$ cat src/rtl/div_ctrl_pkg.sv
// Shared definitions for the DIV/DIVU sequencer: FSM state encodings,
// ready/start levels and the EX-side aluop codes that select the divider.
package div_ctrl_pkg;

  typedef enum logic [1:0] {
    DIV_FREE    = 2'b00,
    DIV_BY_ZERO = 2'b01,
    DIV_ON      = 2'b10,
    DIV_END     = 2'b11
  } div_state_e;

  localparam logic DIV_RESULT_READY     = 1'b1;
  localparam logic DIV_RESULT_NOT_READY = 1'b0;
  localparam logic DIV_START            = 1'b1;
  localparam logic DIV_STOP             = 1'b0;

  localparam logic [7:0] EXE_DIV_OP  = 8'b0001_1010;
  localparam logic [7:0] EXE_DIVU_OP = 8'b0001_1011;

  // True for the two aluops that EX must route to the divider.
  function automatic logic is_div_op(input logic [7:0] aluop);
    return (aluop == EXE_DIV_OP) || (aluop == EXE_DIVU_OP);
  endfunction

endpackage

$ cat src/rtl/div_step.sv
// One restoring-division step: compares the shifted partial remainder with
// the divisor and returns the updated remainder and the new quotient bit.
module div_step #(
  parameter int DATA_W = 32
) (
  input  logic [DATA_W:0]   i_rem_shifted,
  input  logic [DATA_W-1:0] i_divisor,
  output logic [DATA_W-1:0] o_rem,
  output logic              o_q_bit
);

  logic [DATA_W:0] w_sub;

  // A set top bit means the shifted remainder already exceeds any divisor;
  // the low-order difference is then exact modulo 2^DATA_W.
  assign w_sub   = {1'b0, i_rem_shifted[DATA_W-1:0]} - {1'b0, i_divisor};
  assign o_q_bit = i_rem_shifted[DATA_W] | ~w_sub[DATA_W];
  assign o_rem   = o_q_bit ? w_sub[DATA_W-1:0] : i_rem_shifted[DATA_W-1:0];

endmodule

$ cat src/rtl/div_ctrl.sv
// Iterative signed/unsigned divider with sequencing FSM for DIV/DIVU.
// Optional macro DIV_ZERO_FLAG_EN enables the registered div_zero_o flag.
module div_ctrl
  import div_ctrl_pkg::*;
#(
  parameter int DATA_W = 32
) (
  input  logic                  clk,
  input  logic                  clr,
  input  logic                  signed_div_i,
  input  logic [DATA_W-1:0]     opdata1_i,
  input  logic [DATA_W-1:0]     opdata2_i,
  input  logic                  start_i,
  input  logic                  annul_i,
  output logic [2*DATA_W-1:0]   result_o,
  output logic                  ready_o,
  output logic                  busy_o,
  output logic                  div_zero_o
);

  localparam int CNT_W = (DATA_W > 1) ? $clog2(DATA_W) : 1;
  localparam logic [CNT_W-1:0] CNT_LAST = CNT_W'(DATA_W - 1);
  localparam logic [CNT_W-1:0] CNT_ONE  = CNT_W'(1);

  div_state_e r_state, w_state_nxt;

  logic [CNT_W-1:0]    r_cnt;
  logic [DATA_W-1:0]   r_dividend;
  logic [DATA_W-1:0]   r_divisor;
  logic [DATA_W-1:0]   r_rem;
  logic                r_sign_q;
  logic                r_sign_r;
  logic [2*DATA_W-1:0] r_result;
  logic                r_ready;
  logic                r_busy;

  logic                w_accept;
  logic                w_op2_zero;
  logic [DATA_W-1:0]   w_op1_abs;
  logic [DATA_W-1:0]   w_op2_abs;
  logic [DATA_W:0]     w_rem_shifted;
  logic [DATA_W-1:0]   w_step_rem;
  logic                w_q_bit;
  logic [DATA_W-1:0]   w_quo_nxt;

  function automatic logic [DATA_W-1:0] neg_if(input logic i_en, input logic [DATA_W-1:0] i_val);
    if (i_en) begin
      return ~i_val + {{(DATA_W-1){1'b0}}, 1'b1};
    end else begin
      return i_val;
    end
  endfunction

  assign w_accept   = (start_i == DIV_START) && !annul_i;
  assign w_op2_zero = (opdata2_i == {DATA_W{1'b0}});
  assign w_op1_abs  = neg_if(signed_div_i & opdata1_i[DATA_W-1], opdata1_i);
  assign w_op2_abs  = neg_if(signed_div_i & opdata2_i[DATA_W-1], opdata2_i);

  // The dividend register doubles as the quotient shift register.
  assign w_rem_shifted = {r_rem, r_dividend[DATA_W-1]};
  assign w_quo_nxt     = {r_dividend[DATA_W-2:0], w_q_bit};

  div_step #(.DATA_W(DATA_W)) u_div_step (
    .i_rem_shifted (w_rem_shifted),
    .i_divisor     (r_divisor),
    .o_rem         (w_step_rem),
    .o_q_bit       (w_q_bit)
  );

  always_ff @(posedge clk or posedge clr) begin
    if (clr) begin
      r_state <= DIV_FREE;
    end else begin
      r_state <= w_state_nxt;
    end
  end

  always_comb begin
    w_state_nxt = r_state;
    case (r_state)
      DIV_FREE: begin
        if (w_accept) begin
          w_state_nxt = w_op2_zero ? DIV_BY_ZERO : DIV_ON;
        end else begin
          w_state_nxt = DIV_FREE;
        end
      end
      DIV_BY_ZERO: w_state_nxt = DIV_END;
      DIV_ON: begin
        if (annul_i) begin
          w_state_nxt = DIV_FREE;
        end else if (r_cnt == CNT_LAST) begin
          w_state_nxt = DIV_END;
        end else begin
          w_state_nxt = DIV_ON;
        end
      end
      DIV_END: begin
        if (start_i == DIV_STOP) begin
          w_state_nxt = DIV_FREE;
        end else begin
          w_state_nxt = DIV_END;
        end
      end
      default: w_state_nxt = DIV_FREE;
    endcase
  end

`ifdef DIV_ZERO_FLAG_EN
  logic r_by_zero;
  logic r_div_zero;
  assign div_zero_o = r_div_zero;
`else
  assign div_zero_o = 1'b0;
`endif

  // Signs are fixed up on the last step so END only has to publish the result.
  always_ff @(posedge clk or posedge clr) begin
    if (clr) begin
      r_cnt      <= {CNT_W{1'b0}};
      r_dividend <= {DATA_W{1'b0}};
      r_divisor  <= {DATA_W{1'b0}};
      r_rem      <= {DATA_W{1'b0}};
      r_sign_q   <= 1'b0;
      r_sign_r   <= 1'b0;
      r_result   <= {(2*DATA_W){1'b0}};
      r_ready    <= DIV_RESULT_NOT_READY;
      r_busy     <= 1'b0;
`ifdef DIV_ZERO_FLAG_EN
      r_by_zero  <= 1'b0;
      r_div_zero <= 1'b0;
`endif
    end else begin
      r_busy <= (w_state_nxt == DIV_ON) || (w_state_nxt == DIV_BY_ZERO);
      case (r_state)
        DIV_FREE: begin
          r_ready  <= DIV_RESULT_NOT_READY;
          r_result <= {(2*DATA_W){1'b0}};
`ifdef DIV_ZERO_FLAG_EN
          r_div_zero <= 1'b0;
`endif
          if (w_accept) begin
            r_sign_q   <= signed_div_i & (opdata1_i[DATA_W-1] ^ opdata2_i[DATA_W-1]);
            r_sign_r   <= signed_div_i & opdata1_i[DATA_W-1];
            r_dividend <= w_op1_abs;
            r_divisor  <= w_op2_abs;
            r_rem      <= {DATA_W{1'b0}};
            r_cnt      <= {CNT_W{1'b0}};
`ifdef DIV_ZERO_FLAG_EN
            r_by_zero  <= w_op2_zero;
`endif
          end
        end
        DIV_BY_ZERO: begin
          r_dividend <= {DATA_W{1'b0}};
          r_rem      <= {DATA_W{1'b0}};
        end
        DIV_ON: begin
          if (annul_i) begin
            r_ready  <= DIV_RESULT_NOT_READY;
            r_result <= {(2*DATA_W){1'b0}};
          end else begin
            r_cnt <= r_cnt + CNT_ONE;
            if (r_cnt == CNT_LAST) begin
              r_dividend <= neg_if(r_sign_q, w_quo_nxt);
              r_rem      <= neg_if(r_sign_r, w_step_rem);
            end else begin
              r_dividend <= w_quo_nxt;
              r_rem      <= w_step_rem;
            end
          end
        end
        DIV_END: begin
          if (start_i == DIV_START) begin
            r_ready  <= DIV_RESULT_READY;
            r_result <= {r_rem, r_dividend};
`ifdef DIV_ZERO_FLAG_EN
            r_div_zero <= r_by_zero;
`endif
          end else begin
            r_ready  <= DIV_RESULT_NOT_READY;
            r_result <= {(2*DATA_W){1'b0}};
`ifdef DIV_ZERO_FLAG_EN
            r_div_zero <= 1'b0;
`endif
          end
        end
        default: begin
          r_ready  <= DIV_RESULT_NOT_READY;
          r_result <= {(2*DATA_W){1'b0}};
        end
      endcase
    end
  end

  assign result_o = r_result;
  assign ready_o  = r_ready;
  assign busy_o   = r_busy;

endmodule

$ cat config.mk
export PLATFORM = sky130hd
export DESIGN_NAME = div_ctrl
export DESIGN_NICKNAME = d
export VERILOG_FILES = /design/src/rtl/div_ctrl_pkg.sv /design/src/rtl/div_step.sv /design/src/rtl/div_ctrl.sv
export SDC_FILE = /design/constraint.sdc
export NUM_CORES = 1
export LEC_CHECK = 0
export CELL_PAD_IN_SITES_DETAIL_PLACEMENT = 2
export CELL_PAD_IN_SITES_GLOBAL_PLACEMENT = 2
export CORE_AREA = 3 3 164 198
export DETAILED_ROUTE_END_ITERATION = 6
export DIE_AREA = 0 0 167 201
export DONT_BUFFER_PORTS = 1
export GPL_TIMING_DRIVEN = 0
export PLACE_DENSITY_LB_ADDON = 0.25
export REMOVE_ABC_BUFFERS = 1
export SLEW_MARGIN = 25
export SYNTH_ARGS = -nofsm -noshare
export SYNTH_HDL_FRONTEND = slang
export SYNTH_SLANG_ARGS = --single-unit
export TNS_END_PERCENT = 10
$ cat constraint.sdc
create_clock -name clk -period 8.39 [get_ports clk]
set_clock_uncertainty 0.1 [all_clocks]
set_input_delay 1.678 -clock clk [delete_from_list [all_inputs] [get_ports clk]]
set_output_delay 1.678 -clock clk [all_outputs]
set_load 0.02 [all_outputs]
==> results of run 1 <==
[how the worst max path moves through the flow]
| stage | startpoint | endpoint | slack, ns | depth (start not counted) |
|---|---|---|---|---|
| global route | r_dividend[31] | r_rem[26] | 1.64 | 20 |
| CTS | r_dividend[31] | r_rem[30] | 2.11 | 20 |
| global placement | start_i | r_dividend[11] | -4.31 | 4 |
| floorplan | start_i | r_dividend[10] | -0.05 | 4 |
| detailed placement | r_dividend[31] | r_rem[30] | 2.14 | 20 |
| finish | r_dividend[31] | r_rem[30] | 2.07 | 20 |
[metrics by stage]
step,setup TNS (ns),cells
floorplan,-1.042,1328
global placement,-303.26,1724
detailed placement,0,1735
CTS,0,1766
global route,0,1766
finish,0,1767
[logic make-up after synthesis]
group	after synthesis
simple gates	419
buf+inv	139
fa+ha+maj	45
other cells	1
mux	19
flops	171
compound gates	474
xor+xnor	138
[cell usage after synthesis, types with 6 or more instances]
library cell	number	share of area (%)
o41ai_1	8	0.57
o22ai_1	9	0.46
o21ai_0	124	5.1
nand3_1	15	0.62
nor3b_1	6	0.37
nand2_1	148	4.6
a22o_1	95	6.8
a21o_1	10	0.62
o21a_1	8	0.49
nor2b_1	7	0.36
inv_1	59	1.8
ha_1	44	4.5
buf_6	6	0.55
dfrtp_1	171	35
nor3_1	34	1.4
mux2i_1	14	1.1
clkbuf_1	55	1.7
or3_1	17	0.87
nand2b_1	6	0.31
nand4_1	10	0.51
or4_1	12	0.74
a21oi_1	110	4.5
nor2_1	98	3.0
and3_1	8	0.41
o31ai_1	28	1.7
xnor2_1	82	5.9
xor2_1	56	4.0
and2_1	10	0.51
a31oi_1	13	0.67
nor4_1	14	0.72
[worst max-delay path, stage by stage (launching register included)]
cell and delay (ns):
dfrtp_1 0.44, inv_1 0.11, ha_1 0.25, fa_1 0.29, nor2b_4 0.07, o31a_2 0.35
o211a_1 0.31, o21ai_4 0.42, nand2_4 0.43, inv_6 0.43, nand2_1 0.12, nand2_1 0.08
ha_1 0.22, nand3b_1 0.19, a2111o_1 0.50, nand4b_1 0.23, o31ai_1 0.68, nor3b_2 0.41
a31oi_1 0.15, xnor2_1 0.18, a22o_1 0.21
[state kept, by name, indices dropped and copies added (netlist names)]
register / count
r_sign_q: 1
r_divisor: 32
r_rem: 32
result_o: 64
busy_o: 1
r_state: 2
r_dividend: 32
r_cnt: 5
ready_o: 1
r_sign_r: 1
[layout make-up]
cell class,instances,area share [%]
clock buffers,23,3.644
repair buffers,11,1.641
clock inverters,8,0.6581
well taps,396,3.777
inverters,61,1.841
multi-input cells,1096,55.80
diodes,1,0.01908
flip-flops and latches,171,32.62
[per-layer routing]
metal | track usage (%) | part of all wire [%] | vias up
li1 | - | - | 5015
met1 | 27.74 | 39 | 5497
met2 | 48.72 | 55 | 176
met3 | 4.491 | 3.9 | 45
met4 | 6.278 | 2.0 | 0
met5 | 0 | 0 | -
[where the power goes]
group          leakage [nW]  switching [mW]  total (mW)  internal (mW)
Clock                 0.263           0.355       0.789          0.433
Sequential             2.29           0.200        1.20          0.995
Combinational          3.09            1.20        1.83          0.634
Total                  5.65            1.75        3.81           2.06
==> results.json, run 1 <==
{
  "fin_crit_sh_pct": 75.30,
  "peakVddDrop_v": 0.0001839,
  "fmax_ghz": 0.1583,
  "die_h_um": 201,
  "antenna_found_initial": 1,
  "postCtsHoldBufs": 0,
  "whs_path_depth": 2,
  "dp_slack_ns": 2.143,
  "hold_viol": 0,
  "finalMaxSlewViolations": 0,
  "clock-root-buffer": "clkbuf_16",
  "drt_iter0_drc": 447,
  "port_buffers": 0,
  "mostFrequentLayoutCells": "171 x dfrtp_1, 146 x nand2_1, 124 x o21ai_0, 110 x a21oi_1, 97 x nor2_1",
  "synth.area.mux_share_pct": 1.611,
  "via_per_inst": 6.074,
  "wl_per_cell_um": 23.61,
  "synth_cell_types": 94,
  "synth-simple-area-share_pct": 17.17,
  "fp.coreArea_mm2": 0.03057,
  "synth_xor_xnor_area_share_pct": 9.914,
  "holdWs_ns": 0.3892,
  "ff_latch_area_mm2": 0.004279,
  "timing.final.crit_period_ns": 6.317,
  "max_cap_viol_count": 0,
  "dr.pass1.iters": 5,
  "syn_to_final_growth_pct": 7.595,
  "critPathCaptureType": "flip-flop",
  "synth_compound_area_share_pct": 26.28,
  "fin_util_pct": 42.91,
  "worst_slack_ns": 2.073,
  "cts_setup_buffers": 0,
  "gp_congestion": 0.8991,
  "initial_utilization_pct": 39.89,
  "crit_type": "reg -> reg",
  "nFillCells": 3383,
  "total_power_mw": 3.813,
  "cts_buffers": 17,
  "ios": 136,
  "synth_warnings": 0,
  "post_cts_resized": 0,
  "worstMarginPinSlew_ns": 0.9612,
  "min_from": "r_divisor[22]",
  "die_w_um": 167,
  "die-area_mm2": 0.03357,
  "arrival_ns": 6.54,
  "syn_avg_cell_area_um2": 8.671,
  "fin_nets": 1472,
  "grt_pass1_vias": 12030,
  "path_max_fanout": 45,
  "async_flop_share_pct": 100.0,
  "finalSetupViolCount": 0,
  "seq_area_frac_synth_pct": 35.10,
  "start_kind": "flip-flop",
  "p_leak_nw": 5.649,
  "grt_max_degree": 88,
  "rrSetupSlack_ns": 2.07,
  "drt_wl_total_mm": 41.73,
  "h-tree-depth": 4,
  "synth_top_family_by_area": "compound AO/OA/AOI/OAI gates",
  "synthCells": 1406,
  "power_density_mw_per_mm2": 290.7,
  "synth_edf_count": 0,
  "hold_path_end": "r_divisor[22]",
  "multiInputGateArea_mm2": 0.007320,
  "layout_commonest_cell": "dfrtp_1",
  "cts_tree": "yes",
  "status": "finished, final reports clean",
  "path_clk_slew_ns": 0.07,
  "synth_adder_area_share_pct": 4.680,
  "layout-drive-gt1-share_pct": 6.350,
  "vias": 10730,
  "rows": 70,
  "r2r-start": "r_dividend[31]",
  "clock_sinks": 171,
  "overflow": 0,
  "rsz0062_at_grt": "no",
  "ys_seq_elements": 171,
  "clockBufferDepth": 2,
  "slew_headroom_pct": 35.77,
  "route.detailed.drc": 0,
  "final_area_mm2": 0.01312,
  "synthFlopType": "dfrtp_1",
  "track_usage_pct": 25.02,
  "worst_r2r_path_depth": 20,
  "grt_pass1_wl_mm": 67.72,
  "r2r_end": "r_rem[30]",
  "required_ns": 8.62,
  "clk_latency_ns": 0.45,
  "dpl.hpwl_mm": 31.16,
  "hold_class": "reg -> reg",
  "dpl-instance-area_mm2": 0.01255,
  "syn_area_mm2": 0.01219,
  "detail-route-antenna-nets": 0
}
Power figures use the tool's default switching activity.
==> run 2: changes to the inputs <==
--- a/config.mk
+++ b/config.mk
@@ -7,9 +7,9 @@
 export LEC_CHECK = 0
 export CELL_PAD_IN_SITES_DETAIL_PLACEMENT = 2
 export CELL_PAD_IN_SITES_GLOBAL_PLACEMENT = 2
-export CORE_AREA = 3 3 164 198
+export CORE_AREA = 3 3 172 208
 export DETAILED_ROUTE_END_ITERATION = 6
-export DIE_AREA = 0 0 167 201
+export DIE_AREA = 0 0 175 211
 export DONT_BUFFER_PORTS = 1
 export GPL_TIMING_DRIVEN = 0
 export PLACE_DENSITY_LB_ADDON = 0.25
==> constraint.sdc (replaced) <==
create_clock -name clk -period 5.68 [get_ports clk]
set_clock_uncertainty 0.1 [all_clocks]
set_input_delay 1.136 -clock clk [delete_from_list [all_inputs] [get_ports clk]]
set_output_delay 1.136 -clock clk [all_outputs]
set_load 0.02 [all_outputs]
==> run 2 against run 1 <==
Global-route usage down 2.0 points; largest cell class unchanged; count of clock-buffer cells in the layout down 4; critical path type unchanged; combinational power up 49%; worst hold slack worse by 0.0047 ns; largest power group unchanged.
==> results.json, run 2 (synthesized netlist as in run 1, its figures left out) <==
{
  "status": "finished, final reports clean",
  "arrival_ns": 5.62,
  "die_h_um": 211,
  "layout-drive-gt1-share_pct": 7.049,
  "mostFrequentLayoutCells": "171 x dfrtp_1, 146 x nand2_1, 124 x o21ai_0, 110 x a21oi_1, 97 x nor2_1",
  "largest_register_ffs": 64,
  "die_w_um": 175,
  "fp.coreArea_mm2": 0.03389,
  "required_ns": 5.92,
  "wl_per_cell_um": 22.82,
  "syn_to_final_growth_pct": 9.123,
  "rrSetupSlack_ns": 0.30,
  "worst_slack_ns": 0.2995,
  "drt_iter0_drc": 449,
  "start_kind": "flip-flop",
  "clk_latency_ns": 0.46,
  "clock-root-buffer": "clkbuf_16",
  "worstMarginPinSlew_ns": 0.9453,
  "ios": 136,
  "detail-route-antenna-nets": 0,
  "die-area_mm2": 0.03693,
  "clockBufferDepth": 2,
  "power_density_mw_per_mm2": 427.3,
  "grt_pass1_vias": 11910,
  "hold_viol": 0,
  "instances_no_fill": 1833,
  "antenna_found_initial": 0,
  "min_from": "r_divisor[20]",
  "clock_sinks": 171,
  "vias": 10660,
  "cts_tree": "yes",
  "port_buffers": 0,
  "dpl.hpwl_mm": 31.32,
  "critPathCaptureType": "flip-flop",
  "dpl-instance-area_mm2": 0.01263,
  "r2r-start": "r_dividend[31]",
  "route.detailed.drc": 0,
  "crit_type": "reg -> reg",
  "h-tree-depth": 4,
  "dp_slack_ns": -0.6039,
  "p_leak_nw": 5.710,
  "hold_class": "reg -> reg",
  "via_per_inst": 5.815,
  "rows": 74,
  "max_cap_viol_count": 0,
  "overflow": 0,
  "path_max_fanout": 45,
  "fmax_ghz": 0.1859,
  "dr.pass1.iters": 4,
  "fin_util_pct": 39.26,
  "grt_pass1_wl_mm": 67.14,
  "cts_buffers": 17,
  "timing.final.crit_period_ns": 5.381,
  "initial_utilization_pct": 35.98,
  "peakVddDrop_v": 0.0002099,
  "path_clk_slew_ns": 0.07,
  "finalMaxSlewViolations": 0,
  "drt_wl_total_mm": 41.83,
  "slew_headroom_pct": 36.83,
  "layout_commonest_cell": "dfrtp_1",
  "dp_cells": 1795,
  "gp_congestion": 0.8916,
  "fin_crit_sh_pct": 94.73,
  "postCtsHoldBufs": 0,
  "fin_nets": 1477,
  "final_area_mm2": 0.01330,
  "track_usage_pct": 23.02,
  "finalSetupViolCount": 0,
  "crit_path_start": "r_dividend[31]",
  "holdWs_ns": 0.3845,
  "setup_tns_ns": 0,
  "total_power_mw": 5.685,
  "grt_max_degree": 92
}
[run 2: changes by cell type in the layout (fill, tap and decap cells not counted), sizes merged]
cell,before,now
clkinv,2,7
bufinv,1,2
buf,11,15
clkinvlp,4,3
nand2,149,150
clkbuf,23,19
[run 2: layout make-up]
cell class	count	area, um2
diodes	1	2.502
clock buffers	19	452.9
clock inverters	13	141.4
fillers	3821	20580
inverters	61	252.7
multi-input cells	1097	7360
flip-flops and latches	171	4279
well taps	456	570.5
repair buffers	15	245.2
[run 2: repair_timing]
action                     in CTS  in global routing
setup endpoints to repair       8                  4
pin swaps                       1                  3
cloned                          0                  1
resized for setup               5                  2
setup buffers                   1                  3
[run 2: worst paths after layout]
kind                                       to  depth (start not counted)
worst max register to register      r_rem[30]                         20
worst max-delay path                r_rem[30]                         20
worst min-delay path            r_divisor[20]                          2
max in group asynchronous        result_o[17]                          2
worst min register to register  r_divisor[20]                          2
min in group asynchronous        result_o[49]                          1
[run 2: critical path: stages (launching register included)]
cell and delay, ns:
dfrtp_1 0.44, inv_1 0.11, ha_1 0.26, fa_1 0.29, nor2b_4 0.07, o31a_2 0.36
o211a_1 0.32, o21ai_4 0.31, nand2_8 0.24, inv_16 0.22, nand2_1 0.10, nand2_1 0.08
ha_1 0.22, nand3b_1 0.16, a2111o_1 0.49, nand4b_1 0.29, o31ai_4 0.33, nor3b_4 0.33
a31oi_1 0.14, xnor2_1 0.18, a22o_1 0.22
[run 2: layer usage]
layer / up-vias / global-route usage [%] / share of wire, % / wire, um
met4: 0 / 6.826 / 2.4 / 1002
li1: 5020 / - / - / -
met2: 162 / 44.76 / 55 / 23180
met5: - / 0 / 0 / 0
met3: 46 / 5.412 / 4.1 / 1696
met1: 5431 / 24.51 / 38 / 15950
[run 2: power by group]
group	internal [mW]	switching, mW	total [mW]
registers	1.47	0.291	1.76
logic	0.953	1.77	2.72
clock network	0.672	0.530	1.20
